**config.mk**
```make
export PLATFORM = sky130hd
export DESIGN_NAME = mem_arbiter
export DESIGN_NICKNAME = d
export VERILOG_FILES = /design/src/rtl/mem_arb_pkg.sv /design/src/rtl/mem_arbiter.sv
export SDC_FILE = /design/constraint.sdc
export NUM_CORES = 1
export LEC_CHECK = 0
export CAP_MARGIN = 20
export CELL_PAD_IN_SITES_DETAIL_PLACEMENT = 0
export CELL_PAD_IN_SITES_GLOBAL_PLACEMENT = 2
export CORE_MARGIN = 2
export CORE_UTILIZATION = 10
export DETAILED_ROUTE_END_ITERATION = 10
export PLACE_DENSITY = 0.95
export SKIP_CTS_REPAIR_TIMING = 1
export SLEW_MARGIN = 15
export SYNTH_ARGS = -nofsm -noshare
export SYNTH_HDL_FRONTEND = slang
export SYNTH_SLANG_ARGS = --single-unit
```
**constraint.sdc**
```tcl
create_clock -name clk -period 3.3 [get_ports clk]
set_input_delay 0.66 -clock clk [delete_from_list [all_inputs] [get_ports clk]]
set_output_delay 0.66 -clock clk [all_outputs]
set_load 0.05 [all_outputs]
```
**src/rtl/mem_arb_pkg.sv**
```systemverilog
// mem_arb_pkg: shared types and constants for the two-port memory arbiter
package mem_arb_pkg;
  typedef enum logic [1:0] {OWN_NONE, OWN_M0, OWN_M1} owner_t;
  localparam int NPORTS = 2;
endpackage

```
**src/rtl/mem_arbiter.sv**
```systemverilog
// mem_arbiter: round-robin two-port arbiter with capped locking for a single-port memory
module mem_arbiter
  import mem_arb_pkg::*;
#(
  parameter int MAX_LOCK = 4
) (
  input  logic        clk,
  input  logic        reset,
  input  logic        m0_req,
  input  logic        m1_req,
  input  logic        m0_lock,
  input  logic        m1_lock,
  input  logic        m0_we,
  input  logic        m1_we,
  input  logic [31:0] m0_a,
  input  logic [31:0] m1_a,
  input  logic [31:0] m0_wd,
  input  logic [31:0] m1_wd,
  output logic        m0_gnt,
  output logic        m1_gnt,
  output logic [31:0] m0_rd,
  output logic [31:0] m1_rd,
  output logic        mem_we,
  output logic [31:0] mem_a,
  output logic [31:0] mem_wd,
  input  logic [31:0] mem_rd
);
  localparam int CW = $clog2(MAX_LOCK + 1);
  owner_t owner, owner_n;
  logic prio, prio_n;
  logic [CW-1:0] lock_cnt, cnt_n;
  logic [NPORTS-1:0] gnt;
  logic own0, own1, lk, keep;
  always_comb begin
    own0 = owner == OWN_M0 && m0_req;
    own1 = owner == OWN_M1 && m1_req;
    gnt[0] = !reset && !own1 && (own0 || (m0_req && (!m1_req || !prio)));
    gnt[1] = !reset && !own0 && (own1 || (m1_req && (!m0_req || prio)));
    lk = gnt[0] ? m0_lock : m1_lock;
    keep = |gnt && lk && (int'(lock_cnt) + 1 < MAX_LOCK);
    prio_n = |gnt ? gnt[0] : prio;
    owner_n = keep ? (gnt[0] ? OWN_M0 : OWN_M1) : OWN_NONE;
    cnt_n = keep ? lock_cnt + 1'b1 : '0;
    m0_gnt = gnt[0];
    m1_gnt = gnt[1];
    mem_we = gnt[0] ? m0_we : gnt[1] ? m1_we : 1'b0;
    mem_a = gnt[0] ? m0_a : gnt[1] ? m1_a : '0;
    mem_wd = gnt[0] ? m0_wd : gnt[1] ? m1_wd : '0;
    m0_rd = gnt[0] ? mem_rd : '0;
    m1_rd = gnt[1] ? mem_rd : '0;
  end
  always_ff @(posedge clk) begin
    if (reset) begin
      prio <= 1'b0;
      owner <= OWN_NONE;
      lock_cnt <= '0;
    end else begin
      prio <= prio_n;
      owner <= owner_n;
      lock_cnt <= cnt_n;
    end
  end
endmodule

```
== Word-level counts from Yosys, hierarchy flattened ==
Cells that the tools add are included.

* Bits in registers: 6
* Bits in latches: 0
* RAM bits: 0
* ROM bits: 0
* Input bits: 168
* Output and inout port bits: 131
* Logic and storage cells: 41
* Memories kept: 0

* Add/sub/neg operators: 2
* Multiply operators: 0
* Divide/modulo/power cells: 0
* $lt $le $gt $ge: 1
* Eq/ne operators: 2
* Shift operators: 0
* Muxes and demuxes: 10
* Bitwise operators: 1
* Reductions and logical operators: 22

{| class="wikitable"
|+ Operator list
! kind !! number
|-
| $mux W32 || 6
|-
| $logic_and A1 B1 Y1 || 10
|-
| $logic_not A1 Y1 || 6
|-
| $add A3 B1 Y4 const B || 1
|-
| $logic_or A1 B1 Y1 || 4
|-
| $lt A4 B3 Y1 const B || 1
|-
| $reduce_or A2 Y1 || 2
|-
| $add A3 B1 Y3 const B || 1
|-
| $mux W1 || 3
|-
| $eq A2 B1 Y1 const B || 1
|-
| $eq A2 B2 Y1 const B || 1
|-
| $mux W2 || 1
|-
| $not A1 Y1 || 1
|}

== Longest topological paths before layout ==
Gate-level depths: netlist of run 1.

* Depth after elaboration: 10
* Gate-level depth with buffers: 5

== Least setup slack after synthesis of run 1 ==
No wires, ideal clock.

* Path kind: input-to-output
* Start point: input port m1_req
* End point: output port m1_rd[10]
* Arrival: 2.043 ns
* Data required time: 2.640 ns
* Setup slack: 0.597 ns
* Stages on the path: 4
* Buffers on the path: 1
* Path through: nor2b_1 o221a_2 clkbuf_1 and2_1

* Word-level cells in the longest chain between the ends: 4

{| class="wikitable"
|+ Ends and longest elaborated chain
! element !! RTL line !! RTL
|-
| start: declaration || mem_arbiter.sv:10 || <nowiki>input logic m1_req,</nowiki>
|-
| $logic_and A1 B1 Y1, on equally long branches || mem_arbiter.sv:36, mem_arbiter.sv:38 ||
|-
| $logic_or A1 B1 Y1 * || mem_arbiter.sv:38 || <nowiki>gnt[1] = !reset && !own0 && (own1 || (m1_req && (!m0_req || prio)));</nowiki>
|-
| $logic_and A1 B1 Y1 * || mem_arbiter.sv:38 ||
|-
| named net m1_gnt || mem_arbiter.sv:20 || <nowiki>output logic m1_gnt,</nowiki>
|-
| $mux W32 * || mem_arbiter.sv:50 || <nowiki>m1_rd = gnt[1] ? mem_rd : '0;</nowiki>
|-
| end: declaration || mem_arbiter.sv:22 || <nowiki>output logic [31:0] m1_rd,</nowiki>
|}

Mark *: on every way through the listed nets, which the timed path passes. The rest lies on a longest branch.

== Final worst setup path of run 1 ==
* Start point: input port m1_req
* End point: output port mem_a[30]

* Word-level cells in the longest chain between the ends: 6

{| class="wikitable"
|+ Ends and longest elaborated chain
! element !! RTL line !! RTL
|-
| $logic_not A1 Y1 || mem_arbiter.sv:37 || <nowiki>gnt[0] = !reset && !own1 && (own0 || (m0_req && (!m1_req || !prio)));</nowiki>
|-
| $logic_or A1 B1 Y1 || mem_arbiter.sv:37 ||
|-
| $logic_and A1 B1 Y1 || mem_arbiter.sv:37 ||
|-
| $logic_or A1 B1 Y1 || mem_arbiter.sv:37 ||
|-
| $logic_and A1 B1 Y1 || mem_arbiter.sv:37 ||
|-
| $mux W32 * || mem_arbiter.sv:47 || <nowiki>mem_a = gnt[0] ? m0_a : gnt[1] ? m1_a : '0;</nowiki>
|-
| end: declaration || mem_arbiter.sv:24 || <nowiki>output logic [31:0] mem_a,</nowiki>
|}

Mark *: on every way between the ends. The rest lies on a longest branch, timed or not.

==> results of run 1 <==
==> worst max-delay path: cells and delay by family <==
| kind | cells | cell delay, ns |
|---|---|---|
| and+or+nand+nor | 1 | 0.22 |
| buffers and inverters | 3 | 0.92 |
| AOI/OAI and AO/OA | 2 | 0.63 |
==> flip-flops by register name, indices dropped and copies added (netlist names) <==
register / cells
owner: 2
lock_cnt: 3
prio: 1
==> stage by stage <==
stage	power [W]	instance area, µm²	hold WS (ns)	worst slack, ns	instances
finish	0.001373	5929	0.4760	0.1719	638
global route	0.001419	5929	0.5079	0.1064	638
CTS	0.001386	5929	0.4832	0.1741	638
detailed placement	0.001188	5854	0.4711	0.1766	635
global placement	0.001178	5854	0.4380	0.2321	635
floorplan	0.0005351	1366	0.4269	0.5970	179
==> logic make-up after synthesis <==
family                     after synthesis  share of synthesized area (%)
AOI/OAI and AO/OA                       71                          45.60
adders and majority gates                1                         0.9156
buffers and inverters                   23                          9.523
DFF                                      6                          8.792
other                                    1                         0.2745
and+or+nand+nor                         77                          34.89
==> per-layer routing <==
metal / track usage [%] / up-vias / wire length (µm)
li1: - / 1234 / -
met1: 13.36 / 1177 / 3431
met2: 23.24 / 153 / 5352
met3: 4.699 / 16 / 1064
met4: 3.488 / 0 / 233
met5: 0 / - / 0
==> cells in the final DEF, fill, tap and decap left out <==
cell type	count
a21boi_0	1
a21oi_1	1
a221oi_4	1
a22o_1	65
a22oi_1	1
and2_1	65
and3_1	2
buf_12	135
clkbuf_16	3
clkdlybuf4s50_1	167
conb_1	1
dfxtp_1	6
ha_1	1
inv_1	1
nand2b_1	4
nor2_1	2
nor2b_1	2
nor3_1	1
nor3b_1	1
o21bai_1	1
o221a_4	1
==> power by group through the flow <==
stage                     Clock (W)  Sequential (W)  Combinational (W)
after CTS                  0.000196       0.0000779            0.00111
final                      0.000191       0.0000778            0.00110
after detailed placement          0       0.0000788            0.00111
after global placement            0       0.0000787            0.00110
after global routing       0.000201       0.0000784            0.00114
after floorplan                   0       0.0000783           0.000457
==> area by class of cell <==
class	instances	share of cell area [%]
clock buffers	3	1.266
inverters	1	0.06330
multi-input cells	150	19.16
flip-flops and latches	6	2.026
well taps	176	3.714
repair buffers	302	73.77
==> worst max-delay path by stage <==
stage,startpoint,end,slack (ns),cells after the start
2_1_floorplan,m1_req,m1_rd[10],0.60,4
3_5_place_dp,m1_req,mem_a[30],0.18,6
5_1_grt,m1_req,mem_a[30],0.11,6
6_report,m1_req,mem_a[30],0.17,6
3_3_place_gp,m1_req,mem_a[30],0.23,6
4_1_cts,m1_req,mem_a[30],0.17,6
==> Yosys cell counts <==
cell type and number:
a22o_1 65, and2_1 65, buf_2 14, buf_4 7, dfxtp_1 6, nand2b_1 4, and3_1 2, nor2_1 2
nor2b_1 2, a21boi_0 1, a21oi_1 1, a221oi_2 1, a22oi_1 1, clkbuf_1 1, conb_1 1, ha_1 1
inv_1 1, nor3_1 1, nor3b_1 1, o21bai_1 1, o221a_2 1
==> qor.txt, run 1 <==
status: complete, no violations
boundary pin count: 299
DRC: 0
Max Cap Viol: 0
worst vdd ir: 0.1471 mV
CTS sink cnt: 6
worst flop-to-flop path endpoint: lock_cnt[1]$_SDFF_PP0_
Crit path required time: 2.64 ns
Vias/cell: 4.044
initial core utilization: 10.28%
Net Count, Synth: 348
largest net degree at the start of global routing: 55
critical path type: primary input to output port
clock power share: 13.9%
sequential area share after synthesis: 8.791%
worst-skew pair later-pin latency: 0.22 ns
P_int: 0.0008139 W
DP Wirelength: 8.763 mm
Synth warnings: 0
Fmax achieved: 319.7 MHz
number of global-route vias before repair: 2,674
Avg WL per Cell: 15.80 µm
area of the multi-input gates: 1136 µm²
hold_sp: prio$_SDFFE_PP0P_
initial antenna violation count: 0
Die W: 120.9 µm
Hold Vio Cnt, Final: 0
Critical Path, Cell by Cell: clkdlybuf4s50_1 -> and2_1 -> a221oi_4 -> buf_12 -> a22o_1 -> buf_12
via count: 2,580
Setup-failing EPs final: 0
Hold Crit Class: flop to flop
top cells by area, synth: a22o_1 (42%), and2_1 (30%), dfxtp_1 (8.8%), buf_2 (5.1%), buf_4 (3.8%)
Synth top area share: 41.67%
site row count: 42
Post-Syn Area: 1366 µm²
crit-path max cell delay: 0.47 ns
Power per Cell Area: 231.5 nW/µm²
Hold EP: prio$_SDFFE_PP0P_
post-synthesis cell type count: 21
IO Port Bufs: 298
die area: 14,610 µm²
CP startpoint kind: primary input
Core Util, Final: 44.60%
register area: 120.1 µm²
root buf cell: clkbuf_16
H-Tree Depth: 1
Worst R2R Start: owner[1]$_SDFF_PP0_
area of the core: 13,300 µm²
Longest Clk Path Bufs: 2
nets@finish: 633
TritonCTS buffer count: 3
post-synth top area cell: a22o_1
Gate power share: 80.4%
die height: 120.9 µm
CP dominant cell by count: buf_12
final WL: 10.08 mm
First-pass DRT Iterations: 4
Worst R2R Path Depth: 5
setup TNS: 0 ns
drt initial violations: 90
Final Skew: 0.001023 ns
synthesized instance count: 179
TritonCTS clock tree: yes
FF-to-FF setup slack: 1.79 ns
Worst Hold Path Cells: 2
Reg power frac: 5.7%
Arrival @ worst endpoint: 2.47 ns
sw frac: 40.71%
P&R area growth vs syn: 334.0%
share of cells above drive strength 1: 30.30%
cell at the slowest stage of the critical path: clkdlybuf4s50_1
antenna cells: 0
flops & latches, synth: 6
LEAKAGE: 2.375 nW
Period minus WS final: 3.128 ns
Antenna Violating Nets Remaining: 0
GPL Wtd Cong: 0.8219
Tcrit/Tclk final: 94.79%
CP max FO: 54
Fill cells: 1,213
Setup crit end kind: output port
CTS clock-pin slew for the worst setup and hold paths: 0.03 ns
global-route wire length before repair: 14.89 mm
global-route congestion overflow total: 0
total track usage: 12.62%
net switching power: 0.0005589 W
Avg Inst Size Synth: 7.633 µm²
Final Max Tran Viols: 0
RSZ-0062 raised after global routing: false
(Power assumes the default switching activity.)
==> inputs of run 2 (changes only) <==
Settings changed: SKIP_LAST_GASP from default to 1.
==> results of run 2 <==
The final DEF is identical to that of run 1; final timing and power are the same.
